File: config.mk
export PLATFORM = sky130hd
export DESIGN_NAME = bf_run_controller
export DESIGN_NICKNAME = d
export VERILOG_FILES = /design/src/rtl/bf_run_controller.sv
export SDC_FILE = /design/constraint.sdc
export NUM_CORES = 1
export LEC_CHECK = 0
export ABC_AREA = 1
export BUFFER_PORTS_ARGS = -buffer_cell sky130_fd_sc_hd__buf_2
export CORE_MARGIN = 8
export CORE_UTILIZATION = 50
export DETAILED_ROUTE_END_ITERATION = 12
export PLACE_DENSITY = 0.77
export SLEW_MARGIN = 20
export SYNTH_ARGS = -nofsm -noshare
export SYNTH_HDL_FRONTEND = slang
export SYNTH_SLANG_ARGS = --single-unit
File: constraint.sdc
create_clock -name clock -period 2.8 [get_ports clock]
set_input_delay 0.42 -clock clock [delete_from_list [all_inputs] [get_ports clock]]
set_output_delay 0.42 -clock clock [all_outputs]
set_load 0.005 [all_outputs]
File: src/rtl/bf_run_controller.sv
// Brainfuck run controller: program load, data clear, run, done sequencing.
// Optional single-step execution under BF_SINGLE_STEP_EN.
module bf_run_controller #(
    parameter int          IMEM_AW    = 13,
    parameter int          DMEM_AW    = 16,
    parameter int          CYCLE_W    = 40,
    parameter int unsigned MAX_CYCLES = 0
) (
    input  logic                 clock,
    input  logic                 reset,
    input  logic                 load_start,
    input  logic                 run_start,
    input  logic                 abort,
    input  logic                 load_valid,
    output logic                 load_ready,
    input  logic [15:0]          load_word,
    input  logic                 load_last,
    output logic                 imem_we,
    output logic [IMEM_AW-1:0]   imem_addr,
    output logic [15:0]          imem_wdata,
    output logic                 dmem_we,
    output logic [DMEM_AW-1:0]   dmem_addr,
    output logic                 core_reset,
    output logic                 core_step,
    input  logic [2:0]           core_opcode,
    input  logic [7:0]           core_data,
    input  logic                 core_halt,
`ifdef BF_SINGLE_STEP_EN
    input  logic                 step_req,
    input  logic                 step_mode,
`endif
    output logic                 out_valid,
    input  logic                 out_ready,
    output logic [7:0]           out_data,
    output logic                 busy,
    output logic                 done,
    output logic                 timeout,
    output logic [CYCLE_W-1:0]   cycles,
    output logic [IMEM_AW:0]     load_count
);

    typedef enum logic [2:0] {
        S_IDLE,
        S_LOAD,
        S_CLEAR,
        S_RUN,
        S_DONE
    } state_t;

    localparam logic [2:0]         OP_OUT = 3'd4;
    localparam bit                 TO_EN  = (MAX_CYCLES != 0);
    localparam logic [CYCLE_W-1:0] MAX_C  = CYCLE_W'(MAX_CYCLES);
    localparam logic [IMEM_AW-1:0] I_ONE  = IMEM_AW'(1);
    localparam logic [IMEM_AW:0]   L_ONE  = (IMEM_AW + 1)'(1);
    localparam logic [DMEM_AW-1:0] D_ONE  = DMEM_AW'(1);
    localparam logic [CYCLE_W-1:0] C_ONE  = CYCLE_W'(1);

    state_t               state_q, state_d;
    logic [IMEM_AW-1:0]   iaddr_q, iaddr_d;
    logic [IMEM_AW:0]     lcount_q, lcount_d;
    logic [DMEM_AW-1:0]   daddr_q, daddr_d;
    logic [CYCLE_W-1:0]   cycles_q, cycles_d;
    logic                 timeout_q, timeout_d;
    logic                 ovalid_q, ovalid_d;
    logic [7:0]           odata_q, odata_d;

    logic                 stall;
    logic                 step_ok;
    logic [CYCLE_W-1:0]   cyc_inc;

    // A '.' cannot issue while the previous byte is still waiting on the sink.
    assign stall   = (core_opcode == OP_OUT) && ovalid_q && !out_ready;
    assign cyc_inc = cycles_q + C_ONE;

`ifdef BF_SINGLE_STEP_EN
    assign step_ok = !step_mode || step_req;
`else
    assign step_ok = 1'b1;
`endif

    always_comb begin
        state_d    = state_q;
        iaddr_d    = iaddr_q;
        lcount_d   = lcount_q;
        daddr_d    = daddr_q;
        cycles_d   = cycles_q;
        timeout_d  = timeout_q;
        ovalid_d   = ovalid_q;
        odata_d    = odata_q;
        load_ready = 1'b0;
        imem_we    = 1'b0;
        dmem_we    = 1'b0;
        core_reset = 1'b1;
        core_step  = 1'b0;

        if (ovalid_q && out_ready) begin
            ovalid_d = 1'b0;
        end

        unique case (state_q)
            S_IDLE, S_DONE: begin
                if (load_start) begin
                    state_d  = S_LOAD;
                    iaddr_d  = '0;
                    lcount_d = '0;
                end else if (run_start) begin
                    state_d   = S_CLEAR;
                    daddr_d   = '0;
                    cycles_d  = '0;
                    timeout_d = 1'b0;
                end
            end
            S_LOAD: begin
                load_ready = 1'b1;
                if (load_valid) begin
                    imem_we  = 1'b1;
                    iaddr_d  = iaddr_q + I_ONE;
                    lcount_d = lcount_q + L_ONE;
                    if (load_last || (&iaddr_q)) begin
                        state_d = S_IDLE;
                    end
                end
            end
            S_CLEAR: begin
                dmem_we = 1'b1;
                daddr_d = daddr_q + D_ONE;
                if (&daddr_q) begin
                    state_d = S_RUN;
                end
            end
            S_RUN: begin
                core_reset = 1'b0;
                if (core_halt) begin
                    state_d = S_DONE;
                end else if (!stall && step_ok) begin
                    core_step = 1'b1;
                    cycles_d  = cyc_inc;
                    if (core_opcode == OP_OUT) begin
                        odata_d  = core_data;
                        ovalid_d = 1'b1;
                    end
                    if (TO_EN && (cyc_inc == MAX_C)) begin
                        state_d   = S_DONE;
                        timeout_d = 1'b1;
                    end
                end
            end
            default: begin
                state_d = S_IDLE;
            end
        endcase

        // Abort freezes bookkeeping and suppresses every side effect this cycle.
        if (abort) begin
            state_d    = S_IDLE;
            iaddr_d    = iaddr_q;
            lcount_d   = lcount_q;
            daddr_d    = daddr_q;
            cycles_d   = cycles_q;
            timeout_d  = timeout_q;
            odata_d    = odata_q;
            ovalid_d   = 1'b0;
            load_ready = 1'b0;
            imem_we    = 1'b0;
            dmem_we    = 1'b0;
            core_step  = 1'b0;
        end
    end

    always_ff @(posedge clock) begin
        if (reset) begin
            state_q   <= S_IDLE;
            iaddr_q   <= '0;
            lcount_q  <= '0;
            daddr_q   <= '0;
            cycles_q  <= '0;
            timeout_q <= 1'b0;
            ovalid_q  <= 1'b0;
            odata_q   <= '0;
        end else begin
            state_q   <= state_d;
            iaddr_q   <= iaddr_d;
            lcount_q  <= lcount_d;
            daddr_q   <= daddr_d;
            cycles_q  <= cycles_d;
            timeout_q <= timeout_d;
            ovalid_q  <= ovalid_d;
            odata_q   <= odata_d;
        end
    end

    assign imem_addr  = iaddr_q;
    assign imem_wdata = load_word;
    assign dmem_addr  = daddr_q;
    assign out_valid  = ovalid_q;
    assign out_data   = odata_q;
    assign busy       = (state_q == S_LOAD) || (state_q == S_CLEAR) ||
                        (state_q == S_RUN);
    assign done       = (state_q == S_DONE);
    assign timeout    = timeout_q;
    assign cycles     = cycles_q;
    assign load_count = lcount_q;

endmodule

==> results.sh, run 1 <==
export IMPL_design_die_area_um2=14700
export IMPL_synth_top_area_cell="sky130_fd_sc_hd__dfxtp_1"
export IMPL_post_synth_num_cell_types=36
export IMPL_power_density_over_cell_area_nw_per_um2=402
export IMPL_clock_skew_ps=11.0
export IMPL_synth_cells=923
export IMPL_n_antenna_cell=0
export IMPL_rsz0062_at_grt="false"
export IMPL_start_util_pct=51.2
export IMPL_num_rows=38
export IMPL_worst_path_max_fanout=11
export IMPL_clkTransAtPathRegs_ps=100
export IMPL_number_of_nets_in_the_final_layout=1063
export IMPL_number_of_sinks_handled_by_clock_tree_synthesis=95
export IMPL_firstDrtPassIters=5
export IMPL_ys_async_sr_fraction_pct=0
export IMPL_cp_end_kind="output port"
export IMPL_detailed_route_wire_length_per_cell_um=13.1
export IMPL_number_of_hold_buffers_added_after_cts=0
export IMPL_clock_latency_ps=360
export IMPL_p_clk_share_pct=38.6
export IMPL_cts_setup_buffers=0
export IMPL_h_tree_depth=3
export IMPL_avgSynthCellArea_um2=6.01
export IMPL_global_route_usage_total_pct=20.6
export IMPL_timing_reg2reg_worst_path_depth=10
export IMPL_top_ports=152
export IMPL_dieWidth_um=121
export IMPL_power_share_sequential_pct=53.5
export IMPL_post_synth_most_frequent_cells="sky130_fd_sc_hd__nand2_1, sky130_fd_sc_hd__nor2_1, sky130_fd_sc_hd__inv_1"
export IMPL_setup_total_negative_slack_ps=0
export IMPL_synth_seq_area_share_pct=34.3
export IMPL_power_switching_share_pct=24.8
export IMPL_timing_fmax_ghz=0.441
export IMPL_final_max_slew_violation_count=0
export IMPL_initial_antenna_violation_count=1
export IMPL_worstSetupStartpointType="flop"
export IMPL_leakage_nw=2.81
export IMPL_worst_ep_arrival_time_ps=1850
export IMPL_setup_viol=0
export IMPL_drt_first_iter_violations=549
export IMPL_hpwl_mm=11.8
export IMPL_netlist_area_leader_share_pct=34.3
export IMPL_ctsRootBufferMaster="sky130_fd_sc_hd__clkbuf_8"
export IMPL_post_synth_instance_area_um2=5550
export IMPL_io_buffer_count=118
export IMPL_yosys_warnings=0
export IMPL_vias=5879
export IMPL_synthToLayoutAreaGrowth_pct=14.3
export IMPL_run_status="complete, no violations"
export IMPL_synth_edff_count=0
export IMPL_finalHoldViolCount=0
export IMPL_fin_crit_sh_pct=81.0
export IMPL_cts_made_buffers=9
export IMPL_ctsResizeCount=0
export IMPL_chipHeight_um=121
export IMPL_postRouteAntennaNets=0
export IMPL_gp_congestion=0.895
export IMPL_timing_hold_worst_path_depth=3
export IMPL_overflow=0
export IMPL_grt_start_max_net_pins=34
export IMPL_wl_mm=15.3
export IMPL_timing_critical_path_required_ps=2380
export IMPL_cts_buffer_depth=2
export IMPL_internal_power_w=0.00192
export IMPL_p_comb_share_pct=7.8
export IMPL_synthesis_stage_register_bit_count=95
export IMPL_synth_net_count=963
export IMPL_vias_per_cell=5.03
export IMPL_nFillCells=1134
export IMPL_fin_crit_ps=2270
export IMPL_tritoncts="built"
export IMPL_cap_violations=0
export IMPL_synth_ff_type="sky130_fd_sc_hd__dfxtp_1"
export IMPL_coreArea_um2=10800
export IMPL_post_route_cells_drive_above_1_share_pct=15.1
export IMPL_number_of_global_route_vias_before_repair=5394
export IMPL_first_pass_grt_wire_length_mm=25.3
export IMPL_synth_most_common_cell="sky130_fd_sc_hd__nand2_1"
export IMPL_hp_class="primary input to flop"
export IMPL_route_detailed_drc=0
export IMPL_fin_util_pct=58.5
export IMPL_timing_worst_setup_path_type="flop to output port"
export IMPL_power_switching_w=0.000631
export IMPL_power_ir_vdd_worst_uv=280
export IMPL_synth_area_top_cells="sky130_fd_sc_hd__dfxtp_1, sky130_fd_sc_hd__nand2_1, sky130_fd_sc_hd__nor2_1"
-- worst max-delay path, cell delays in order (launching register included) --
cell and delay, ps:
sky130_fd_sc_hd__dfxtp_1 470, sky130_fd_sc_hd__nand3_1 150, sky130_fd_sc_hd__inv_2 140, sky130_fd_sc_hd__nand2_1 90, sky130_fd_sc_hd__inv_1 80, sky130_fd_sc_hd__nand2_1 60
sky130_fd_sc_hd__nor2_2 130, sky130_fd_sc_hd__buf_4 210, sky130_fd_sc_hd__buf_2 140
-- cells in the final DEF, fill, tap and decap left out, drive strengths merged --
cell type	Yosys	final
a211oi	2	2
a21o	1	1
a21oi	59	59
a22oi	1	1
and2	2	2
and3	1	1
buf	31	125
bufinv	0	2
clkbuf	5	11
clkinvlp	0	3
conb	1	1
dfxtp	95	95
ha	4	4
inv	119	119
nand2	275	275
nand3	79	79
nand3b	2	2
nand4	31	31
nor2	177	177
nor3	10	10
nor3b	2	2
o21a	1	1
o21ai	19	19
o21bai	2	2
or2	1	1
xnor2	1	1
xor2	2	2
-- cell families (layout without fill, tap and decap cells) --
kind of cell	after synthesis	count (layout)	share of synthesized area, %
AO/OA/AOI/OAI	85	85	8.18
XOR/XNOR	3	3	0.474
adder cells (fa/ha/maj)	4	4	0.902
buffers and inverters	155	260	12.4
flip-flops	95	95	34.3
other	1	1	0.0676
AND/OR/NAND/NOR	580	580	43.7
-- cell type report --
cell class	count	area, um2	area share [%]
multi-input combinational	673	2960	46.7
sequential	95	1900	30.0
clock inverter	5	82.6	1.30
clock buffer	11	131	2.07
timing repair buffer	125	643	10.1
inverter	119	449	7.08
tap	140	175	2.76
-- stage by stage --
| step | power, W | hold slack, ps | area (um2) | worst slack, ps | cells |
|---|---|---|---|---|---|
| 6_report | 0.00255 | 271 | 6340 | 532 | 1168 |
| 5_1_grt | 0.00266 | 284 | 6340 | 376 | 1168 |
| 4_1_cts | 0.00258 | 261 | 6340 | 503 | 1168 |
| 3_5_place_dp | 0.00159 | 463 | 6130 | 741 | 1152 |
| 3_3_place_gp | 0.00159 | 464 | 6130 | 780 | 1152 |
| 2_1_floorplan | 0.00156 | 460 | 5550 | 1000 | 923 |
-- power groups by stage --
stage	Combinational [W]	Clock (W)	Sequential (W)
6_report	0.000199	0.000984	0.00136
5_1_grt	0.000222	0.00107	0.00137
4_1_cts	0.000201	0.00101	0.00136
3_5_place_dp	0.000199	0	0.00140
3_3_place_gp	0.000198	0	0.00140
2_1_floorplan	0.000163	0	0.00139
-- sequential cells by signal (all words and copies together), names as in the netlist --
| signal | cells |
|---|---|
| cycles | 40 |
| dmem_addr | 16 |
| load_count | 14 |
| imem_addr | 13 |
| out_data | 8 |
| state_q | 3 |
| out_valid | 1 |
-- final timing paths --
kind,from,end,slack [ps]
max,state_q[1]$_SDFFE_PP0P_,core_step,530
min,core_data[2],out_data[2]$_SDFFE_PP0P_,270
max reg2reg,cycles[0]$_SDFFE_PP0P_,cycles[36]$_SDFFE_PP0P_,720
min reg2reg,dmem_addr[4]$_SDFFE_PP0P_,dmem_addr[4]$_SDFFE_PP0P_,480
-- per-layer routing --
metal  GRT usage (%)  wire, um  vias to the layer above  part of all wire (%)
met1            26.4      6820                     2614                    44
li1                -         -                     3089                     -
met3            4.79      1190                       18                   7.7
met5               0         8                        -                 0.052
met2            33.5      7150                      156                    47
met4            6.01       182                        2                   1.2
Note: power is estimated with default switching activity, not from simulation.
==> inputs of run 2 (changes only) <==
--- a/config.mk
+++ b/config.mk
@@ -8,7 +8,7 @@
 export ABC_AREA = 1
 export BUFFER_PORTS_ARGS = -buffer_cell sky130_fd_sc_hd__buf_2
 export CORE_MARGIN = 8
-export CORE_UTILIZATION = 50
+export CORE_UTILIZATION = 48
 export DETAILED_ROUTE_END_ITERATION = 12
 export PLACE_DENSITY = 0.77
 export SLEW_MARGIN = 20
==> constraint.sdc (replaced) <==
create_clock -name clock -period 1.9 [get_ports clock]
set_input_delay 0.285 -clock clock [delete_from_list [all_inputs] [get_ports clock]]
set_output_delay 0.285 -clock clock [all_outputs]
set_load 0.005 [all_outputs]
==> results.sh, run 2 (same netlist as run 1, synthesis figures left out) <==
export IMPL_setup_viol=0
export IMPL_fin_crit_sh_pct=93.7
export IMPL_num_rows=39
export IMPL_fin_util_pct=59.1
export IMPL_drt_first_iter_violations=473
export IMPL_overflow=0
export IMPL_global_route_usage_total_pct=21.1
export IMPL_cap_violations=0
export IMPL_cts_made_buffers=9
export IMPL_largest_register_ffs=40
export IMPL_post_route_cells_drive_above_1_share_pct=18.6
export IMPL_final_common_cell="sky130_fd_sc_hd__nand2_1"
export IMPL_worst_path_max_fanout=5
export IMPL_fin_crit_ps=1780
export IMPL_leakage_nw=3.03
export IMPL_clkTransAtPathRegs_ps=60
export IMPL_hp_class="primary input to flop"
export IMPL_number_of_global_route_vias_before_repair=5405
export IMPL_rsz0062_at_grt="false"
export IMPL_run_status="complete, no violations"
export IMPL_clock_latency_ps=350
export IMPL_final_max_slew_violation_count=0
export IMPL_io_buffer_count=118
export IMPL_initial_antenna_violation_count=0
export IMPL_worstSetupStartpoint="state_q[0]$_SDFFE_PP0P_"
export IMPL_wl_mm=15.8
export IMPL_worstSetupStartpointType="flop"
export IMPL_power_density_over_cell_area_nw_per_um2=628
export IMPL_dpl_cell_area_um2=6370
export IMPL_dp_cells=1183
export IMPL_detailed_route_wire_length_per_cell_um=13.1
export IMPL_number_of_nets_in_the_final_layout=1093
export IMPL_tritoncts="built"
export IMPL_firstDrtPassIters=5
export IMPL_min_delay_start="core_data[2]"
export IMPL_slowest_delay_ps=390
export IMPL_design_die_area_um2=15300
export IMPL_top_ports=152
export IMPL_timing_reg2reg_setup_slack_ps=170
export IMPL_timing_worst_setup_path_type="flop to output port"
export IMPL_crit_path_top_delay_cell="sky130_fd_sc_hd__dfxtp_2"
export IMPL_layout_cells_excl_fill=1201
export IMPL_number_of_hold_buffers_added_after_cts=0
export IMPL_route_detailed_drc=0
export IMPL_ctsRootBufferMaster="sky130_fd_sc_hd__clkbuf_16"
export IMPL_timing_reg2reg_worst_path_depth=11
export IMPL_timing_fmax_ghz=0.562
export IMPL_clock_skew_ps=8.11
export IMPL_cp_end_kind="output port"
export IMPL_cp_cell_sequence="nand3_2 > inv_2 > nand2_2 > inv_1 > nand2_1 > nor2_2 > buf_6 > buf_2"
export IMPL_timing_critical_path_required_ps=1620
export IMPL_critical_path_reg2reg_startpoint="cycles[0]$_SDFFE_PP0P_"
export IMPL_coreArea_um2=11400
export IMPL_postRouteAntennaNets=0
export IMPL_number_of_sinks_handled_by_clock_tree_synthesis=95
export IMPL_start_util_pct=48.8
export IMPL_worst_ep_arrival_time_ps=1500
export IMPL_vias_per_cell=5.06
export IMPL_dieWidth_um=124
export IMPL_layout_cells_most_common_list="sky130_fd_sc_hd__nand2_1, sky130_fd_sc_hd__nor2_1, sky130_fd_sc_hd__buf_2"
export IMPL_vias=6082
export IMPL_timing_hold_worst_path_depth=3
export IMPL_finalHoldViolCount=0
export IMPL_h_tree_depth=3
export IMPL_n_antenna_cell=0
export IMPL_hpwl_mm=12.1
export IMPL_setup_total_negative_slack_ps=0
export IMPL_gp_congestion=0.924
export IMPL_grt_start_max_net_pins=34
export IMPL_cts_buffer_depth=2
export IMPL_first_pass_grt_wire_length_mm=25.9
export IMPL_synthToLayoutAreaGrowth_pct=21.1
export IMPL_chipHeight_um=124
export IMPL_layout_cell_area_non_filler_um2=6720
export IMPL_power_ir_vdd_worst_uv=447
run 2: through the flow:
stage          hold slack (ps)  worst slack, ps  total power [W]
2_1_floorplan              420              101          0.00230
3_3_place_gp               461              103          0.00239
3_5_place_dp               464             75.0          0.00239
4_1_cts                    145             16.7          0.00424
5_1_grt                    176             11.5          0.00436
6_report                   158              119          0.00422
run 2: worst max-delay path: cells and delay by family, from the launching register on:
kind	cells	cell delay [ps]
and+or+nand+nor	4	370
buffers and inverters	4	400
DFF	1	390
run 2: timing repair:
item,4_1_cts,5_1_grt
endpoints found under the hold margin,0,0
pin swaps,0,1
resized for setup,4,13
setup endpoints to repair,1,22
gates cloned,0,0
buffers inserted,0,2
run 2: layer usage:
metal  up-vias  GRT usage, %  wire, um
li1       3164             -         -
met1      2715          26.9      7140
met2       185          33.5      7160
met3        18          5.21      1190
met4         0          8.73       282
met5         -             0         0
run 2: worst paths after layout:
check / to
max: core_step
min: out_data[2]$_SDFFE_PP0P_
max reg2reg: cycles[36]$_SDFFE_PP0P_
min reg2reg: imem_addr[12]$_SDFFE_PP0P_
run 2: power by group:
group | internal [W] | switching (W)
combinational | 0.000116 | 0.000222
sequential | 0.00200 | 0.0000127
clock | 0.00110 | 0.000773
run 2: layout make-up:
cell class                 count  area [um2]
clock buffer                  14         264
clock inverter                 2        38.8
fill                        1176        4650
inverter                     119         452
multi-input combinational    673        2980
sequential                    95        1910
tap                          143         179
timing repair buffer         155         897
==> inputs of run 3 (changes only) <==
--- a/config.mk
+++ b/config.mk
@@ -7,10 +7,12 @@
 export LEC_CHECK = 0
 export ABC_AREA = 1
 export BUFFER_PORTS_ARGS = -buffer_cell sky130_fd_sc_hd__buf_2
+export CELL_PAD_IN_SITES_DETAIL_PLACEMENT = 1
+export CELL_PAD_IN_SITES_GLOBAL_PLACEMENT = 1
 export CORE_MARGIN = 8
-export CORE_UTILIZATION = 48
+export CORE_UTILIZATION = 32
 export DETAILED_ROUTE_END_ITERATION = 12
-export PLACE_DENSITY = 0.77
+export PLACE_DENSITY_LB_ADDON = 0.1
 export SLEW_MARGIN = 20
 export SYNTH_ARGS = -nofsm -noshare
 export SYNTH_HDL_FRONTEND = slang
==> results.sh, run 3 (same netlist as run 1, synthesis figures left out) <==
export IMPL_grt_start_max_net_pins=34
export IMPL_number_of_nets_in_the_final_layout=1110
export IMPL_finalHoldWorstSlack_ps=153
export IMPL_top_ports=152
export IMPL_cp_end_kind="output port"
export IMPL_setup_viol=0
export IMPL_worstSetupStartpointType="flop"
export IMPL_cts_buffer_depth=2
export IMPL_post_route_cells_drive_above_1_share_pct=20.4
export IMPL_first_pass_grt_wire_length_mm=31.2
export IMPL_run_status="complete, no violations"
export IMPL_timing_reg2reg_setup_slack_ps=170
export IMPL_vias=6141
export IMPL_n_antenna_cell=0
export IMPL_h_tree_depth=3
export IMPL_num_rows=48
export IMPL_route_detailed_drc=0
export IMPL_routed_wl_met3_um=882
export IMPL_number_of_sinks_handled_by_clock_tree_synthesis=95
export IMPL_hp_class="primary input to flop"
export IMPL_number_of_global_route_vias_before_repair=6234
export IMPL_gp_congestion=0.807
export IMPL_wl_mm=19.1
export IMPL_hpwl_mm=15.0
export IMPL_power_ir_vdd_worst_uv=413
export IMPL_clock_latency_ps=350
export IMPL_final_common_cell="sky130_fd_sc_hd__nand2_1"
export IMPL_firstDrtPassIters=4
export IMPL_postRouteAntennaNets=0
export IMPL_timing_fmax_ghz=0.551
export IMPL_nFillCells=2367
export IMPL_largest_register_ffs=40
export IMPL_fin_crit_sh_pct=95.5
export IMPL_cts_made_buffers=9
export IMPL_fin_total_pwr_w=0.00422
export IMPL_drt_first_iter_violations=258
export IMPL_routed_wl_met2_mm=8.71
export IMPL_start_util_pct=32.4
export IMPL_detailed_route_wire_length_per_cell_um=14.7
export IMPL_vias_per_cell=4.73
export IMPL_drt_met1_wl_mm=9.26
export IMPL_chipHeight_um=148
export IMPL_setup_worst_path_end="imem_we"
export IMPL_worstSetupStartpoint="state_q[2]$_SDFFE_PP0P_"
export IMPL_layout_cells_excl_fill=1299
export IMPL_clkTransAtPathRegs_ps=70
export IMPL_worst_ep_arrival_time_ps=1530
export IMPL_ctsRootBufferMaster="sky130_fd_sc_hd__clkbuf_16"
export IMPL_initial_antenna_violation_count=0
export IMPL_coreArea_um2=17100
export IMPL_design_die_area_um2=21800
export IMPL_tritoncts="built"
export IMPL_finalHoldViolCount=0
export IMPL_layout_cells_most_common_list="sky130_fd_sc_hd__nand2_1, sky130_fd_sc_hd__nor2_1, sky130_fd_sc_hd__buf_2"
export IMPL_timing_critical_path_required_ps=1620
export IMPL_io_buffer_count=118
export IMPL_top_layer_used="met4"
export IMPL_global_route_usage_total_pct=17.6
export IMPL_worst_path_max_fanout=4
export IMPL_critical_path_reg2reg_startpoint="cycles[2]$_SDFFE_PP0P_"
export IMPL_overflow=0
export IMPL_rsz0062_at_grt="true"
export IMPL_dp_cells=1282
export IMPL_leakage_nw=3.11
export IMPL_power_density_over_cell_area_nw_per_um2=607
export IMPL_fin_util_pct=40.6
export IMPL_clock_skew_ps=8.28
export IMPL_final_max_slew_violation_count=0
export IMPL_cap_violations=0
export IMPL_timing_rr_end="cycles[35]$_SDFFE_PP0P_"
export IMPL_timing_reg2reg_worst_path_depth=10
export IMPL_number_of_hold_buffers_added_after_cts=0
export IMPL_setup_total_negative_slack_ps=0
export IMPL_timing_worst_setup_path_type="flop to output port"
export IMPL_synthToLayoutAreaGrowth_pct=25.3
export IMPL_dieWidth_um=148
export IMPL_fin_crit_ps=1820
## run 3: changes by cell type in the layout (fill, tap and decap cells not counted), moves of 2 or more
| cell | previous run | this run |
|---|---|---|
| sky130_fd_sc_hd__buf_4 | 34 | 50 |
| sky130_fd_sc_hd__clkbuf_1 | 3 | 1 |
| sky130_fd_sc_hd__clkbuf_8 | 2 | 0 |
| sky130_fd_sc_hd__clkinv_2 | 0 | 2 |
| sky130_fd_sc_hd__inv_6 | 1 | 3 |
| sky130_fd_sc_hd__nor2_1 | 170 | 168 |
| sky130_fd_sc_hd__nor2_2 | 5 | 7 |
## run 3: final cells by class
cell class	count	area, um2	share of cell area [%]
Clock inverter	5	57.6	0.828
Timing Repair Buffer	172	1030	14.8
Sequential cell	95	1910	27.5
Tap cell	225	282	4.05
Inverter	119	452	6.50
Multi-Input combinational cell	673	3000	43.1
Clock buffer	10	229	3.29
## run 3: timing repair
item	CTS	global route
gates resized for setup	7	16
pin swaps	0	2
endpoints found under the setup margin	3	28
buffers inserted	1	1
## run 3: critical path: stages (launching register included)
cell                      delay, ps
sky130_fd_sc_hd__dfxtp_1        320
sky130_fd_sc_hd__buf_4          150
sky130_fd_sc_hd__nor3_4         210
sky130_fd_sc_hd__buf_6          130
sky130_fd_sc_hd__inv_1           80
sky130_fd_sc_hd__nor3_2         150
sky130_fd_sc_hd__buf_2          150
## run 3: through the flow
step,cell area [um2],setup WS (ps)
final,6950,84.6
after global placement,6600,73.3
after floorplan,5550,101
after global routing,6950,-3.13
after detailed placement,6600,40.0
after CTS,6910,10.9
## run 3: worst min-delay path by stage
stage                                          start                          to  cells after the start
after floorplan                         core_data[0]    out_data[0]$_SDFFE_PP0P_                      2
after global placement    imem_addr[12]$_SDFFE_PP0P_  imem_addr[12]$_SDFFE_PP0P_                      2
after detailed placement   dmem_addr[4]$_SDFFE_PP0P_   dmem_addr[4]$_SDFFE_PP0P_                      2
after CTS                               core_data[5]    out_data[5]$_SDFFE_PP0P_                      3
after global routing                    core_data[0]    out_data[0]$_SDFFE_PP0P_                      3
final                                   core_data[5]    out_data[5]$_SDFFE_PP0P_                      3
## run 3: metal layers
layer	global-route usage (%)	vias to the layer above
met5	0	-
met4	5.05	0
met3	3.91	16
met2	29.1	96
met1	22.5	2853
li1	-	3176
## run 3: report_power, final
group	internal (W)	total, W	switching [W]	leakage (nW)
Combinational	0.000120	0.000358	0.000238	2.20
Sequential	0.00200	0.00201	0.0000121	0.768
Clock	0.00102	0.00185	0.000833	0.143
Total	0.00314	0.00422	0.00108	3.11
